## src/rtl/ring_pkg.sv

```systemverilog
// ring_pkg: shared packet-field helpers and arbiter state encoding for the
// ring transmit path.
package ring_pkg;

  // Default ring packet geometry.
  localparam int RING_WIDTH = 16;
  localparam int RING_ABITS = 3;

  // Control bits sit at the top of every packet.
  localparam int FULL_BIT = RING_WIDTH - 1;
  localparam int ACK_BIT  = RING_WIDTH - 2;

  // FULL flag position for an arbitrary packet width.
  function automatic int full_bit(input int width);
    return width - 1;
  endfunction

  // ACK flag position for an arbitrary packet width.
  function automatic int ack_bit(input int width);
    return width - 2;
  endfunction

  // DST field sits directly below ACK.
  function automatic int dst_lsb(input int width, input int abits);
    return width - 2 - abits;
  endfunction

  // SRC field sits directly below DST.
  function automatic int src_lsb(input int width, input int abits);
    return width - 2 - 2 * abits;
  endfunction

  // Transmit arbiter states.
  typedef enum logic [1:0] {
    IDLE       = 2'd0,
    WAIT_ACK   = 2'd1,
    WAIT_DRAIN = 2'd2
  } arb_state_e;

endpackage

```

## src/rtl/ring_tx_arbiter_rr_pick.sv

```systemverilog
// rr_pick: combinational round-robin selector. Searches i_req starting one
// past i_last with wrap-around and returns the first requester found as a
// one-hot vector, an index and an any-request flag.
module rr_pick #(
  parameter  int NREQ = 4,
  localparam int LW   = $clog2(NREQ)
) (
  input  logic [NREQ-1:0] i_req,
  input  logic [LW-1:0]   i_last,
  output logic [NREQ-1:0] o_onehot,
  output logic [LW-1:0]   o_idx,
  output logic            o_any
);

  logic [LW:0]     w_shamt;
  logic [NREQ-1:0] w_rot;
  logic [LW-1:0]   w_off;
  logic [LW:0]     w_sum;

  // Rotate so bit 0 of w_rot is the requester right after i_last.
  assign w_shamt = {1'b0, i_last} + (LW+1)'(1);
  assign w_rot   = NREQ'({i_req, i_req} >> w_shamt);

  // Lowest set bit of the rotated vector wins; map it back to an index.
  always_comb begin
    w_off = '0;
    o_any = 1'b0;
    for (int j = NREQ - 1; j >= 0; j--) begin
      if (w_rot[j]) begin
        o_any = 1'b1;
        w_off = LW'(j);
      end
    end
    w_sum = {1'b0, i_last} + {1'b0, w_off} + (LW+1)'(1);
    if (w_sum >= (LW+1)'(NREQ)) begin
      w_sum = w_sum - (LW+1)'(NREQ);
    end
    o_idx    = w_sum[LW-1:0];
    o_onehot = o_any ? (NREQ'(1) << o_idx) : '0;
  end

endmodule

```

## src/rtl/ring_tx_arbiter.sv

```systemverilog
// ring_tx_arbiter: round-robin sharing of one ring node client transmit port
// between NREQ local requesters, using the node's toggle valid/ack handshake
// and waiting for the node transmit buffer to drain between grants.
// Optional macro RING_ARB_GRANT_COUNT_EN adds per-requester saturating grant
// counters (gntcount) with a synchronous clear input (cntclr).
module ring_tx_arbiter
  import ring_pkg::*;
#(
  parameter  int NREQ  = 4,
  parameter  int WIDTH = 16,
  parameter  int ABITS = 3,
  localparam int LW    = $clog2(NREQ)
) (
  input  logic                  clk,
  input  logic                  rst,
  input  logic [NREQ-1:0]       req,
  input  logic [NREQ*WIDTH-1:0] reqdata,
  output logic [NREQ-1:0]       gnt,
  output logic [WIDTH-1:0]      pktdata,
  output logic                  pktvalid,
  input  logic                  pktack,
  input  logic                  txready,
  output logic                  busy,
  output logic [LW-1:0]         last
`ifdef RING_ARB_GRANT_COUNT_EN
  ,
  input  logic                  cntclr,
  output logic [NREQ*8-1:0]     gntcount
`endif
);

  localparam int FULL_IDX = full_bit(WIDTH);
  localparam int DST_LSB  = dst_lsb(WIDTH, ABITS);

  // A DST field that would reach below bit 1 leaves no room for SRC; such a
  // configuration elaborates this marker block so it shows up in the netlist.
  if (DST_LSB < 1) begin : g_dst_field_too_wide
  end

  arb_state_e       r_state;
  arb_state_e       w_state_next;
  logic             w_take;
  logic [NREQ-1:0]  r_gnt;
  logic [WIDTH-1:0] r_pktdata;
  logic             r_pktvalid;
  logic [LW-1:0]    r_last;
  logic [NREQ-1:0]  w_pick_onehot;
  logic [LW-1:0]    w_pick_idx;
  logic             w_pick_any;
  logic [WIDTH-1:0] w_req_pkt [NREQ];
  logic [WIDTH-1:0] w_pkt;

  // Split the flat request bus into one packet per requester.
  for (genvar gi = 0; gi < NREQ; gi++) begin : g_unpack
    assign w_req_pkt[gi] = reqdata[gi*WIDTH +: WIDTH];
  end

  rr_pick #(.NREQ(NREQ)) u_pick (
    .i_req    (req),
    .i_last   (r_last),
    .o_onehot (w_pick_onehot),
    .o_idx    (w_pick_idx),
    .o_any    (w_pick_any)
  );

  // Winner's packet with FULL forced; the node fills in SRC itself.
  always_comb begin
    w_pkt           = w_req_pkt[w_pick_idx];
    w_pkt[FULL_IDX] = 1'b1;
  end

  // State register.
  always_ff @(posedge clk) begin
    if (rst) begin
      r_state <= IDLE;
    end else begin
      r_state <= w_state_next;
    end
  end

  // Next state and the one-cycle capture strobe.
  always_comb begin
    w_state_next = r_state;
    w_take       = 1'b0;
    case (r_state)
      IDLE: begin
        if (txready && (pktack == r_pktvalid) && w_pick_any) begin
          w_take       = 1'b1;
          w_state_next = WAIT_ACK;
        end
      end
      WAIT_ACK: begin
        if (pktack == r_pktvalid) begin
          w_state_next = WAIT_DRAIN;
        end
      end
      WAIT_DRAIN: begin
        if (txready) begin
          w_state_next = IDLE;
        end
      end
      default: w_state_next = IDLE;
    endcase
  end

  // Capture packet, toggle valid and pulse the grant on selection.
  always_ff @(posedge clk) begin
    if (rst) begin
      r_gnt      <= '0;
      r_pktdata  <= '0;
      r_pktvalid <= 1'b0;
      r_last     <= LW'(NREQ - 1);
    end else begin
      r_gnt <= '0;
      if (w_take) begin
        r_gnt      <= w_pick_onehot;
        r_pktdata  <= w_pkt;
        r_pktvalid <= ~r_pktvalid;
        r_last     <= w_pick_idx;
      end
    end
  end

  assign gnt      = r_gnt;
  assign pktdata  = r_pktdata;
  assign pktvalid = r_pktvalid;
  assign last     = r_last;
  assign busy     = (r_state != IDLE);

`ifdef RING_ARB_GRANT_COUNT_EN
  for (genvar gi = 0; gi < NREQ; gi++) begin : g_cnt
    logic [7:0] r_cnt;

    // Saturating count of this requester's grant pulses; clear wins.
    always_ff @(posedge clk) begin
      if (rst || cntclr) begin
        r_cnt <= '0;
      end else if (r_gnt[gi] && (r_cnt != 8'hFF)) begin
        r_cnt <= r_cnt + 8'd1;
      end
    end

    assign gntcount[gi*8 +: 8] = r_cnt;
  end
`endif

endmodule

```

## config.mk

```make
export PLATFORM = sky130hd
export DESIGN_NAME = ring_tx_arbiter
export DESIGN_NICKNAME = d
export VERILOG_FILES = /design/src/rtl/ring_pkg.sv /design/src/rtl/ring_tx_arbiter_rr_pick.sv /design/src/rtl/ring_tx_arbiter.sv
export SDC_FILE = /design/constraint.sdc
export NUM_CORES = 1
export LEC_CHECK = 0
export CORE_ASPECT_RATIO = 0.75
export CORE_UTILIZATION = 40
export DETAILED_ROUTE_END_ITERATION = 12
export GPL_TIMING_DRIVEN = 0
export PLACE_DENSITY = 0.88
export SLEW_MARGIN = 20
export SYNTH_ARGS = -nofsm -noshare
export SYNTH_HDL_FRONTEND = slang
export SYNTH_SLANG_ARGS = --single-unit
```

## constraint.sdc

```tcl
create_clock -name clk -period 3.8 [get_ports clk]
set_input_delay 0.57 -clock clk [delete_from_list [all_inputs] [get_ports clk]]
set_output_delay 0.57 -clock clk [all_outputs]
set_load 0.02 [all_outputs]
```

Word-level counts from Yosys, hierarchy flattened
Index checks and enable logic that the tools add are counted.
W data, S select, Z words.
{"block": "totals", "regBits": 25, "latch_bits": 0, "ram_bits": 0, "romBits": 0, "out_inout_bits": 24, "wordCells": 47, "memories": 0}
{"block": "op_classes", "add_sub_neg": 4, "mul": 0, "n_div": 0, "magnitude_cmp": 2, "n_eq_ne": 6, "n_shift": 2, "muxes": 18, "bitwise": 4, "n_reduce_logical": 6}
{"op": "$bmux W16 S2", "n": 1}
{"op": "$mux W15", "n": 2}
{"op": "$mux W2", "n": 8}
{"op": "$shr A8 B3 Y4", "n": 1}
{"op": "$ge A3 B3 Y1 const B", "n": 2}
{"op": "$mux W1", "n": 6}
{"op": "$ne A2 B2 Y1 const B", "n": 3}
{"op": "$pmux W2 S3", "n": 1}
{"op": "$shl A1 B2 Y4 const A", "n": 1}
{"op": "$add A2 B1 Y3 const B", "n": 1}
{"op": "$add A2 B2 Y3", "n": 1}
{"op": "$add A3 B1 Y3 const B", "n": 1}
{"op": "$not A1 Y1", "n": 3}
{"op": "$not A2 Y3", "n": 1}
{"op": "$reduce_and A3 Y1", "n": 1}
{"op": "$reduce_or A3 Y1", "n": 1}
{"op": "$eq A2 B1 Y1 const B", "n": 1}
{"op": "$eq A2 B2 Y1 const B", "n": 1}
{"op": "$logic_and A1 B1 Y1", "n": 2}
{"op": "$logic_not A2 Y1", "n": 1}
{"op": "$reduce_bool A2 Y1", "n": 1}
{"op": "$sub A2 B1 Y2 const B", "n": 1}
{"op": "$eq A1 B1 Y1", "n": 1}

Longest topological paths before layout
Gate-level depths: netlist of run 1.
{"block": "logic_depth", "depth_word": 14, "mapped_depth": 13, "ltp_nobuf": 10}

Modules after synthesis
A second synthesis of run 1 with hierarchy kept.
{"block": "hier_totals", "hier_cells": 168, "hier_area_um2": 1664.1}
{"module": "ring_tx_arbiter", "instances": 1, "cells_per_inst": 123, "area_each_um2": 1371.3, "seq_area_each_um2": 500.5}
{"module": "rr_pick", "instances": 1, "cells_per_inst": 45, "area_each_um2": 292.8, "seq_area_each_um2": 0.0}

Worst setup path before layout of run 1
Ideal clock, no wire load.
{"block": "synth_timing", "path_type": "input port to flip-flop", "start": "input req[1]", "end": "register r_pktdata[0], in the netlist pktdata[0]", "setup_ps": 122, "t_arrival_ps": 2990, "t_required_ps": 3678, "path_slack_ps": 689, "cell_stages": 12, "cell_sequence": "buf_2 > nor2_1 > a221oi_1 > a31oi_1 > a211oi_1 > ha_1 > clkbuf_1 > buf_1 > mux2i_1 > a21boi_0 > a211oi_2 > a221o_1"}
{"block": "synth_between", "elab_chain_cells": 13, "elab_cells_between_ends": 21}
{"element": "from (decl)", "line": "ring_tx_arbiter.sv:16", "source": "input logic [NREQ-1:0] req,"}
{"element": "$shr A8 B3 Y4 (*)", "line": "ring_tx_arbiter_rr_pick.sv:22", "source": "assign w_rot = NREQ'({i_req, i_req} >> w_shamt);"}
{"element": "$mux W2 (4 in a row)", "line": "ring_tx_arbiter_rr_pick.sv:29", "source": "if (w_rot[j]) begin"}
{"element": "$add A2 B2 Y3", "line": "ring_tx_arbiter_rr_pick.sv:34", "source": "w_sum = {1'b0, i_last} + {1'b0, w_off} + (LW+1)'(1);"}
{"element": "$add A3 B1 Y3", "line": "ring_tx_arbiter_rr_pick.sv:34"}
{"element": "$ge A3 B3 Y1 or $sub A2 B1 Y2 (tied branches)", "line": "ring_tx_arbiter_rr_pick.sv:35, ring_tx_arbiter_rr_pick.sv:36"}
{"element": "$mux W2", "line": "ring_tx_arbiter_rr_pick.sv:35", "source": "if (w_sum >= (LW+1)'(NREQ)) begin"}
{"element": "$not A2 Y3 (not written as such)", "line": "ring_tx_arbiter.sv:68", "source": "w_pkt = w_req_pkt[w_pick_idx];"}
{"element": "$bmux W16 S2", "line": "ring_tx_arbiter.sv:68"}
{"element": "$mux W15 (not written as such) (2 in a row)", "line": "ring_tx_arbiter.sv:68"}
{"element": "to (signal assigned)", "line": "ring_tx_arbiter.sv:117", "source": "r_pktdata <= w_pkt;"}
{"element": "to (decl)", "line": "ring_tx_arbiter.sv:44", "source": "logic [WIDTH-1:0] r_pktdata;"}
Mark *: on every way between the ends. The rest lies on a longest branch, timed or not. The select of a mux whose other input is x is not followed.
A chain may end at the register's enable or synchronous reset.

Worst setup path after layout of run 1
{"block": "layout_timing", "start": "input req[2]", "end": "register r_pktdata[6], in the netlist pktdata[6]"}
The elaborated chain is that of the path after synthesis.

==> reports/qor.yml, run 1 <==
die:
  core-area_mm2: 0.004229
  die_h_um: 60.81
  io_pins: 96
  initial_core_util: 0.4361
  dieWidth_um: 80.41
  dieArea_mm2: 0.004889
  rows: 20
setup_path:
  worst_r2r_path_depth: 10
  crit_type: "primary input to register"
  critPathTopFamily: "buffers and inverters"
  path_buf_inv: 2
  required_ps: 3970
  crit_top_cell: "mux2i_1"
  crit_path_top_delay_cell: "clkdlybuf4s50_1"
  path_depth: 10
  cp-start-kind: "primary input"
  end_kind: "register"
  crit_chain: "clkdlybuf4s50_1 -> nor2b_1 -> a221oi_1 -> a31oi_1 -> a211oi_1 -> ha_1 -> clkbuf_1 -> mux2i_1 -> mux2i_1 -> a221o_1"
  critPathMaxStageDelay_ps: 600
  path_max_fanout: 10
  crit_arrival_ps: 3640
cells_and_area:
  drive_above_1_share: 0.1080
  syn2layout_area_growth_pct: 54.48
  final_nets: 361
  num_antenna_cells: 0
sta:
  clock_skew_ps: 7.822
  layout_setup_ws_ps: 333.9
  rsz0062_at_grt: "false"
  drv_slew: 0
  period_minus_slack_ps: 3466
  setup_viol: 0
  slew_headroom: 0.5513
  finalCritPeriodShare: 0.9121
  worstMarginPinSlew_ps: 673.1
  hold_violations: 0
  max_freq_mhz: 288.5
place:
  portBuffers: 89
  gp_congestion: 0.8177
  hpwl_um: 4136
  dp_slack_ps: -285.9
synthesis:
  synth_area_per_cell_um2: 9.458
  async_reset_ff_frac: 0
  synthDistinctLibCells: 40
  yosys_warnings: 0
  synthMostInstantiatedCell: "mux2i_1"
  synth_top_area_frac: 0.2714
  synth_area_mm2: 0.001844
  synthCells: 195
  synth_area_leaders: "dfxtp_1, mux2i_1, a221o_1, a211oi_2, a21boi_0"
  synth-main-ff-cell: "dfxtp_1"
  yosys_register_bits: 25
  syn_nets: 268
  seq_area_frac_synth: 0.2714
  ys_top_cells_by_count: "mux2i_1, dfxtp_1, nor2_1, a21boi_0, a221o_1"
  synth_edf_count: 0
  synth_area_leader_cell: "dfxtp_1"
power:
  peakVddDrop_uv: 228.0
  p_leak_nw: 1.098
  powerDensity_mw_per_mm2: 367.3
  p_total_w: 0.001046
drt:
  wl_per_cell_um: 15.92
  totalWireLength_um: 5445
  drt_iter0_markers: 57
  viasPerCell: 5.529
  dr.pass1.iters: 4
  ant_nets: 0
  vias: 1891
  drc: 0
clocking:
  cts_tree: "done"
  cts.clk_slew.worst_paths_ps: 100
  cts_hold_buf: 0
  post_cts_buffers: 0
  cts.sinks: 25
  cts_max_level: 1
  clk_latency_ps: 270
  clockRootBuffer: "clkbuf_8"
  numCtsBuffers: 3
  clockBufferDepth: 2
run:
  drv_cap: 0
global_routing:
  grt_overflow: 0
  grt_pass1_vias: 1766
  grt_max_degree: 15
  grt_first_pass_wirelength_um: 8569
  antenna_found_initial: 0
  track_usage: 0.2272
hold_path:
  hp-class: "register to register"
  holdPathStages: 1
status:
  status: "finished, final reports clean"
-- layout by cell type, fill, tap and decap left out, drive strengths merged, types with 2 or more instances in the layout --
cell and n:
o21ai 3, nor4 3, a21boi 14, dfxtp 25, a221oi 2, xnor2 3
a221o 14, clkbuf 11, nor3 6, mux2i 44, clkdlybuf4s50 89, nand2 3
a21oi 3, or2 2, nand2b 3, nor2 16, a211oi 17, or3 2
buf 10
-- worst paths after layout --
| path | from | endpoint | slack, ps |
|---|---|---|---|
| max | req[2] | pktdata[6]$_SDFFE_PP0P_ | 330 |
| min | pktdata[7]$_SDFFE_PP0P_ | pktdata[7]$_SDFFE_PP0P_ | 500 |
| max reg2reg | last[0]$_SDFFE_PP1P_ | pktdata[6]$_SDFFE_PP0P_ | 680 |
| min reg2reg | pktdata[7]$_SDFFE_PP0P_ | pktdata[7]$_SDFFE_PP0P_ | 500 |
-- per-stage QoR --
step	instances	cell area, um2	utilization	hold slack, ps	TNS (ps)
after floorplan	195	1844	-	493.9	0
after global placement	339	2804	0.6630	468.2	-2389
after detailed placement	339	2804	0.6630	472.6	-3371
after CTS	343	2851	0.6743	501.1	0
after global routing	342	2849	0.6737	520.3	0
final	342	2849	0.6737	499.6	0
-- worst register-to-register path: cells and delay by family, from the launching register on --
family | cells | cell delay, ps
compound gates | 4 | 940
buf+inv | 2 | 770
mux | 2 | 500
fa+ha+maj | 1 | 390
flops | 1 | 340
simple gates | 1 | 70
-- sequential cells by signal, summed over array words and instances (netlist names) --
signal and flops:
r_state 2, last 2, gnt 4, pktvalid 1, pktdata 16
-- power breakdown --
part	internal [W]	switching [W]	leakage (nW)	total (W)
clock network	0.0000735	0.0000895	0.0255	0.000163
logic	0.000281	0.000286	0.868	0.000567
registers	0.000296	0.0000204	0.204	0.000317
total	0.000651	0.000396	1.10	0.00105
-- layer usage --
layer | vias up | GRT usage | wire, um
met5 | - | 0 | 0
met4 | 0 | 0.06122 | 54
met3 | 9 | 0.05414 | 367
met2 | 59 | 0.3826 | 2456
met1 | 883 | 0.2947 | 2567
li1 | 940 | - | -
-- repair_timing --
action / 4_1_cts / 5_1_grt
pin swaps: 0 / 0
gates resized for setup: 1 / 3
setup endpoints to repair: 1 / 14
-- cell families (layout without fill, tap and decap cells) --
group / after synthesis / count (layout) / synth area share
buffers and inverters: 20 / 112 / 0.05630
multiplexers: 44 / 44 / 0.2388
adder cells (fa/ha/maj): 1 / 1 / 0.006783
AND/OR/NAND/NOR: 42 / 42 / 0.1248
flip-flops: 25 / 25 / 0.2714
AO/OA/AOI/OAI: 59 / 59 / 0.2829
XOR/XNOR: 4 / 4 / 0.01900
-- cell type report --
type,count,area (um2)
fillers,372,1380
clock inverters,1,5.005
repair buffers,89,890.9
plain buffers,18,98.84
clock buffers,3,41.29
well taps,55,68.82
inverters,1,3.754
multi-input cells,150,1240
flip-flops and latches,25,500.5
(Power assumes the default switching activity.)
==> run 2, diff against run 1 <==
- CAP_MARGIN: not set -> 20
==> results of run 2 <==
No change in the layout: final DEF, timing and power equal those of run 1.
==> run 3, diff against run 2 <==
- REMOVE_ABC_BUFFERS: not set -> 1
==> run 3 against run 2 <==
Effect of this change: die area unchanged; via count is 2.6% lower; sequential power rose by 1%; cell count fell by 4.4%; non-clock buffer count is 15 lower; worst hold slack worse by 4.8 ps; worst setup slack improved by 58 ps; flip-flop and latch count unchanged; combinational power decreased by 2%; largest power group unchanged; total power decreased by 1.3%; clock-buffer cell count up 1; cell area is 1.6% lower.
==> reports/qor.yml, run 3 (same netlist as run 1, synthesis figures left out) <==
die:
  die_h_um: 60.81
  initial_core_util: 0.4361
  dieWidth_um: 80.41
  rows: 20
  io_pins: 96
  dieArea_mm2: 0.004889
  core-area_mm2: 0.004229
place:
  hpwl_um: 3893
  gp_congestion: 0.7860
  portBuffers: 91
sta:
  slew_headroom: 0.4378
  clock_skew_ps: 2.154
  period_minus_slack_ps: 3409
  hold_violations: 0
  drv_slew: 0
  final.setup.tns_ps: 0
  fin_hold_ws_ps: 494.8
  setup_viol: 0
  finalCritPeriodShare: 0.8970
  rsz0062_at_grt: "false"
  max_freq_mhz: 293.4
  worstMarginPinSlew_ps: 843.2
setup_path:
  path_buf_inv: 2
  critPathTopFamily: "compound AO/OA/AOI/OAI gates"
  required_ps: 3950
  end_kind: "register"
  crit_arrival_ps: 3560
  crit_path_top_delay_cell: "clkdlybuf4s50_1"
  crit_chain: "clkdlybuf4s50_1 -> nor2_1 -> a221oi_1 -> a31oi_1 -> a211oi_1 -> ha_2 -> buf_16 -> mux2i_1 -> a21boi_0 -> a211oi_2 -> a221o_1"
  cp-start-kind: "primary input"
  critPathMaxStageDelay_ps: 620
  path_max_fanout: 21
  crit_type: "primary input to register"
hold_path:
  hp-class: "register to register"
drt:
  drc: 0
  ant_nets: 0
  wl_per_cell_um: 15.36
  dr.pass1.iters: 4
  drt_iter0_markers: 88
  totalWireLength_um: 5024
  vias: 1841
  viasPerCell: 5.630
power:
  peakVddDrop_uv: 182.5
  powerDensity_mw_per_mm2: 368.5
  p_total_w: 0.001033
  p_leak_nw: 1.060
cells_and_area:
  syn2layout_area_growth_pct: 52.04
  most-common-layout-cells: "clkdlybuf4s50_1, mux2i_1, dfxtp_1"
  final_common_cell: "clkdlybuf4s50_1"
  num_antenna_cells: 0
  finish.utilization: 0.6630
  drive_above_1_share: 0.08456
  final_nets: 346
  largest_reg_flops: 16
status:
  status: "finished, final reports clean"
clocking:
  cts.clk_slew.worst_paths_ps: 80
  cts.sinks: 25
  numCtsBuffers: 3
  cts_max_level: 1
  clockBufferDepth: 2
  clockRootBuffer: "clkbuf_8"
  cts_tree: "done"
  clk_latency_ps: 260
  cts-resized-gates: 0
  cts_hold_buf: 0
  post_cts_buffers: 0
global_routing:
  grt_max_degree: 22
  track_usage: 0.2162
  grt_pass1_vias: 1847
  antenna_found_initial: 0
  grt_overflow: 0
  grt_first_pass_wirelength_um: 8176
run:
  drv_cap: 0
-- run 3: cell count changes in the layout (fill, tap and decap cells not counted), sizes merged --
cell | previous run | this run
buf | 10 | 1
clkbuf | 11 | 4
clkdlybuf4s50 | 89 | 91
clkinv | 1 | 0
-- run 3: worst paths after layout --
check                           start                        to  slack (ps)  cells past startpoint
min reg2reg  pktdata[14]$_SDFFE_PP0P_  pktdata[14]$_SDFFE_PP0P_         490                      1
min          pktdata[14]$_SDFFE_PP0P_  pktdata[14]$_SDFFE_PP0P_         490                      1
max                            req[1]   pktdata[0]$_SDFFE_PP0P_         390                     11
max reg2reg      last[0]$_SDFFE_PP1P_   pktdata[0]$_SDFFE_PP0P_         770                     10
-- run 3: metal layers --
metal  wire (um)  vias to the layer above  global-route usage
met4          47                        0             0.07143
met2        2493                       63              0.3814
li1            -                      906                   -
met1        2176                      866              0.2593
met3         306                        6             0.05714
met5           0                        -                   0
-- run 3: through the flow --
stage | instances | setup WS, ps | cell area (um2)
after floorplan | 176 | 576.7 | 1744
after global placement | 322 | -461.8 | 2724
after detailed placement | 323 | 93.83 | 2754
after CTS | 327 | 361.7 | 2799
after global routing | 327 | 194.2 | 2804
final | 327 | 391.4 | 2804
-- run 3: cell type report --
type	instances	area, um2
timing repair buffer	92	938.4
fill	369	1425
multi-input combinational	150	1247
sequential	25	500.5
clock buffer	4	45.04
inverter	1	3.754
tap	55	68.82
-- run 3: power by group --
group / internal, W / total [W] / switching, W
Combinational: 0.000286 / 0.000557 / 0.000271
Clock: 0.0000748 / 0.000155 / 0.0000798
Sequential: 0.000296 / 0.000321 / 0.0000252
Total: 0.000657 / 0.00103 / 0.000376
